### config.mk
export PLATFORM = sky130hd
export DESIGN_NAME = rot_first_set_sel_flat
export DESIGN_NICKNAME = d
export VERILOG_FILES = /design/src/rtl/rot_first_set_sel_if.sv /design/src/rtl/rot_first_set_sel.sv /design/src/flat_wrapper.sv
export SDC_FILE = /design/constraint.sdc
export NUM_CORES = 1
export LEC_CHECK = 0
export CORE_MARGIN = 4
export CORE_UTILIZATION = 35
export CTS_CLUSTER_SIZE = 12
export DETAILED_ROUTE_END_ITERATION = 8
export GPL_TIMING_DRIVEN = 0
export PLACE_DENSITY = 0.68
export SETUP_SLACK_MARGIN = 0.15
export SLEW_MARGIN = 40
export SYNTH_ARGS = -nofsm -noshare
export SYNTH_HDL_FRONTEND = slang
export SYNTH_SLANG_ARGS = --single-unit
### constraint.sdc
create_clock -name clk -period 1.3 [get_ports clk]
set_input_delay 0.13 -clock clk [delete_from_list [all_inputs] [get_ports clk]]
set_output_delay 0.13 -clock clk [all_outputs]
set_load 0.03 [all_outputs]
### src/rtl/rot_first_set_sel_if.sv
// Request/selection bundle for rot_first_set_sel: request vector and start pointer in,
// registered winner (any flag, one-hot, binary index) out.
interface rot_first_set_sel_if #(
    parameter int W = 8
);
    localparam int PW = $clog2(W);

    logic [W-1:0]  x_i;
    logic [PW-1:0] pos_i;
    logic          any_o;
    logic [W-1:0]  y_o;
    logic [PW-1:0] y_enc_o;

    modport master (
        output x_i,
        output pos_i,
        input  any_o,
        input  y_o,
        input  y_enc_o
    );

    modport slave (
        input  x_i,
        input  pos_i,
        output any_o,
        output y_o,
        output y_enc_o
    );
endinterface

### src/rtl/rot_first_set_sel.sv
// Registered rotating priority selector: first set bit of x_i at or above pos_i, wrapping to bit 0.
// Define ROT_SEL_ASSERT_EN to compile in concurrent checks of the output invariants.
module rot_first_set_sel #(
    parameter int W = 8
) (
    input  logic                 clk,
    input  logic                 rst,
    rot_first_set_sel_if.slave   bus
);
    localparam int            PW  = $clog2(W);
    localparam logic [PW:0]   W_L = (PW + 1)'(W);

    logic [PW-1:0] start_pos;
    logic [W-1:0]  ge_mask;
    logic [W-1:0]  hi_req;
    logic [W-1:0]  pick_src;
    logic [W-1:0]  y_next;
    logic [W-1:0]  y_reg;
    logic          any_next;
    logic          any_reg;
    logic [PW-1:0] y_enc_next;
    logic [PW-1:0] y_enc_reg;

    // Out-of-range pointers (only possible for non-power-of-two W) restart the scan at bit 0.
    assign start_pos = ({1'b0, bus.pos_i} < W_L) ? bus.pos_i : '0;

    generate
        for (genvar gi = 0; gi < W; gi++) begin : g_mask
            assign ge_mask[gi] = (PW'(gi) >= start_pos);
        end
    endgenerate

    // Requests at or above the pointer win; otherwise the lowest request overall wins.
    assign hi_req   = bus.x_i & ge_mask;
    assign pick_src = (|hi_req) ? hi_req : bus.x_i;
    assign y_next   = pick_src & (~pick_src + W'(1));
    assign any_next = |bus.x_i;

    always_comb begin
        y_enc_next = '0;
        for (int i = 0; i < W; i++) begin
            if (y_next[i]) begin
                y_enc_next = y_enc_next | PW'(i);
            end
        end
    end

    always_ff @(posedge clk) begin
        if (rst) begin
            any_reg   <= 1'b0;
            y_reg     <= '0;
            y_enc_reg <= '0;
        end else begin
            any_reg   <= any_next;
            y_reg     <= y_next;
            y_enc_reg <= y_enc_next;
        end
    end

    assign bus.any_o   = any_reg;
    assign bus.y_o     = y_reg;
    assign bus.y_enc_o = y_enc_reg;

`ifdef ROT_SEL_ASSERT_EN
    // Straightforward linear scan used as an independent reference for the mask-based datapath.
    function automatic logic [W-1:0] ref_pick(input logic [W-1:0] x, input logic [PW-1:0] pos);
        int   start;
        int   idx;
        logic found;
        ref_pick = '0;
        found    = 1'b0;
        start    = (int'(pos) < W) ? int'(pos) : 0;
        for (int k = 0; k < W; k++) begin
            idx = (start + k) % W;
            if (!found && x[idx]) begin
                ref_pick[idx] = 1'b1;
                found         = 1'b1;
            end
        end
    endfunction

    a_onehot0: assert property (@(posedge clk) disable iff (rst) $onehot0(bus.y_o));
    a_any:     assert property (@(posedge clk) disable iff (rst) bus.any_o == (|bus.y_o));
    a_enc:     assert property (@(posedge clk) disable iff (rst)
                                bus.any_o |-> (bus.y_o == (W'(1) << bus.y_enc_o)));
    a_zero:    assert property (@(posedge clk) disable iff (rst)
                                !bus.any_o |-> (bus.y_enc_o == '0));
    a_ref:     assert property (@(posedge clk) disable iff (rst)
                                !$past(rst) |-> (bus.y_o == ref_pick($past(bus.x_i), $past(bus.pos_i))));
`endif
endmodule

### src/flat_wrapper.sv
// flat-port wrapper written by rule: the top's interface ports become plain ports
module rot_first_set_sel_flat 
#(
    parameter int W = 8
)
  (clk, rst, bus_x_i, bus_pos_i, bus_any_o, bus_y_o, bus_y_enc_o);
  rot_first_set_sel_if #(.W(W)) bus_i ();
  input  logic clk;
  input  logic rst;
  input wire logic [$bits(bus_i.x_i)-1:0] bus_x_i;
  input wire logic [$bits(bus_i.pos_i)-1:0] bus_pos_i;
  output wire logic [$bits(bus_i.any_o)-1:0] bus_any_o;
  output wire logic [$bits(bus_i.y_o)-1:0] bus_y_o;
  output wire logic [$bits(bus_i.y_enc_o)-1:0] bus_y_enc_o;
  assign bus_i.x_i = bus_x_i;
  assign bus_i.pos_i = bus_pos_i;
  assign bus_any_o = bus_i.any_o;
  assign bus_y_o = bus_i.y_o;
  assign bus_y_enc_o = bus_i.y_enc_o;
  rot_first_set_sel #(.W(W)) u_core (.clk(clk), .rst(rst), .bus(bus_i));
endmodule
==> impl_metrics.csv <==
group,metric,value,unit
cts,cts_tree,"done",
floorplan,initial_utilization,0.3801,
critical_path,worstPathRequired,1.45,ns
pwr,vdd.ir_drop.worst,0.3374,mV
logic_synthesis,ys_seq_area_frac,0.3582,
global_route,antenna_found_initial,0,
place,dp_cells,125,
run_status,status,"complete, no violations",
final_layout,fin_nets,128,
global_route,grt_max_degree,11,
critical_path,cp_slowest_cell,"a311o_1",
cts,cts.clk_slew.worst_paths,0.07,ns
floorplan,fp.dieW,51.78,um
floorplan,io_pins,25,
sta,setup_viol,0,
place,hpwl,1203,um
drt,post_drt_wl_per_cell,13.40,um
hold_path,hp-class,"in2reg",
global_route,grt_pass1_vias,700,
drt,drt-total-wl,1849,um
drt,met2_length,882,um
logic_synthesis,synth.ff_latch_count,12,
drt,firstDrtPassIters,4,
floorplan,dieArea,2681,um2
drt,ant_nets,0,
cts,clock_path_buffers,2,
global_route,grt_use_total,0.1477,
drt,routed.top_layer,"met4",
global_route,grt_pass1_wl,2946,um
logic_synthesis,synthDistinctLibCells,35,
sta,hold_viol,0,
logic_synthesis,synth_nets,90,
global_route,grt_overflow,0,
place,io_buffers,23,
pwr,powerDensity,831.0,nW/um2
sta,min_period,1.258,ns
job,max_cap_viol_count,0,
sta,drv_slew,0,
floorplan,core_area,1764,um2
final_layout,drive_above_1_share,0.3894,
drt,routed_via_density,5.399,
pwr,leakage,0.4896,nW
final_layout,regArea,240.2,um2
drt,vias,745,
floorplan,dieHeight,51.78,um
sta,tns,0,ns
critical_path,start_kind,"primary input",
cts,postCtsHoldBufs,0,
final_layout,fillCellCount,167,
logic_synthesis,netlist_area,670.6,um2
critical_path,max_stage_delay,0.33,ns
critical_path,cp_cell_sequence,"buf_6, buf_8, and3b_1, a311o_1, and3_1, o31ai_2, a311oi_1",
drt,wirelength_met1,717,um
logic_synthesis,synth_warnings,0,
cts,htreeDepth,1,
critical_path,path_class,"in2reg",
final_layout,instances_no_fill,138,
drt,drtIter0Drc,13,
critical_path,cp-end-kind,"flip-flop",
critical_path,cp.arrival,1.41,ns
drt,route.detailed.drc,0,
sta,slew_headroom,0.7840,
critical_path,crit_fanout,7,
logic_synthesis,synth.avg_cell_area,8.710,um2
final_layout,area_growth,66.98,%
final_layout,num_antenna_cells,0,
sta,period_share,0.9679,
critical_path,crit_start,"bus_pos_i[1]",
place,gp_congestion,0.7558,
floorplan,rows,15,
sta,fmax,794.7,MHz
sta,worst_pin_slew,0.3207,ns
final_layout,multi_input_area,500.5,um2
pwr,p_total,0.9305,mW
cts,cts_buffers,3,
drt,route.met3.wl,163,um
critical_path,critPathCapture,"u_core.bus.y_enc_o[0]$_SDFF_PP0_",
sta,rsz0062_at_grt,"yes",
cts,clock_tree.root_cell,"clkbuf_4",
logic_synthesis,synthCells,77,
cts,cts_num_sinks,12,
## cell type report
type	count	share of cell area
Buffer	3	0.03352
Timing Repair Buffer	33	0.2469
Inverter	3	0.01006
Multi-Input combinational cell	59	0.4469
Tap cell	25	0.02793
Sequential cell	12	0.2145
Clock buffer	3	0.02011
## per-stage QoR
stage / utilization / instance area (um2) / hold slack (ns) / worst slack [ns]
after floorplan: - / 674.4 / 0.2016 / -0.04056
after global placement: 0.5305 / 935.9 / 0.4920 / -0.7415
after detailed placement: 0.5305 / 935.9 / 0.4970 / -0.7374
after CTS: 0.6021 / 1062 / 0.2123 / -0.01694
after global routing: 0.6348 / 1120 / 0.1891 / 0.0003800
final: 0.6348 / 1120 / 0.1738 / 0.04167
## repair_timing
item / CTS / global route
setup buffers: 7 / 3
pin swaps: 10 / 11
resized for setup: 49 / 19
setup endpoints to repair: 24 / 11
## how the worst min path moves through the flow
stage                 start                      endpoint  slack [ns]  depth (start not counted)
3_5_place_dp   bus_pos_i[0]  u_core.bus.y_o[2]$_SDFF_PP0_        0.50                          3
3_3_place_gp   bus_pos_i[0]  u_core.bus.y_o[2]$_SDFF_PP0_        0.49                          3
6_report         bus_x_i[4]  u_core.bus.y_o[4]$_SDFF_PP0_        0.17                          3
5_1_grt          bus_x_i[4]  u_core.bus.y_o[4]$_SDFF_PP0_        0.19                          3
4_1_cts          bus_x_i[6]  u_core.bus.y_o[6]$_SDFF_PP0_        0.21                          3
2_1_floorplan           rst  u_core.bus.y_o[0]$_SDFF_PP0_        0.20                          1
## routing by layer
| layer | vias up | track usage |
|---|---|---|
| li1 | 361 | - |
| met1 | 342 | 0.1640 |
| met2 | 33 | 0.2479 |
| met3 | 9 | 0.03152 |
| met4 | 0 | 0.1048 |
| met5 | - | 0 |
## synthesized netlist by cell type
cell type	instances	area, um2
and3b_1	1	8.760
nand2_1	6	22.52
and3_2	1	7.510
a311oi_1	1	8.760
a21boi_0	3	22.52
a41oi_1	1	8.760
a21boi_2	1	11.26
nor3_1	4	20.02
o211ai_1	3	22.52
o21ai_4	1	16.27
nand3_1	1	5.000
and2b_2	1	8.760
nor3b_1	2	15.01
o31ai_1	1	7.510
nor2b_1	2	12.51
and3_1	1	6.260
a41oi_2	1	16.27
nand4_1	1	6.260
o41ai_1	1	8.760
buf_4	1	7.510
a21oi_1	3	15.01
o21a_1	1	7.510
nand2b_1	1	6.260
o31ai_2	1	12.51
dfxtp_1	12	240.2
buf_6	2	22.52
a21o_1	2	15.01
a311o_1	1	10.01
o21ai_2	1	8.760
inv_1	3	11.26
o21ai_0	5	25.02
nor2_1	8	30.03
a211oi_1	1	7.510
a31oi_1	1	6.260
a21bo_2	1	10.01
## power by group
part	total, mW	switching, mW	internal (mW)
logic	0.321	0.180	0.141
registers	0.390	0.00334	0.387
clock network	0.219	0.112	0.107
## worst max-delay path: cells and delay by family
kind                   cells  cell delay, ns
AOI/OAI and AO/OA          3            0.68
and+or+nand+nor            2            0.38
buffers and inverters      2            0.22
## cells in the final DEF, fill, tap and decap left out, types with 3 or more instances in the layout
cell type	instances
nand2_1	6
o21ai_0	3
dlygate4sd2_1	16
buf_6	3
buf_4	9
o211ai_1	3
nor2_1	4
dfxtp_1	12
clkbuf_4	4
## registers in the layout, indices dropped and copies added, names as in the netlist
signal / count
u_core.bus.any_o: 1
u_core.bus.y_o: 8
u_core.bus.y_enc_o: 3
## cells by family (layout without fill, tap and decap cells)
logic type	Yosys count	count (layout)	synth area share
AO/OA/AOI/OAI	30	30	0.3582
buffers and inverters	6	42	0.06157
flip-flops	12	12	0.3582
AND/OR/NAND/NOR	29	29	0.2220
Note: power is estimated with default switching activity, not from simulation.
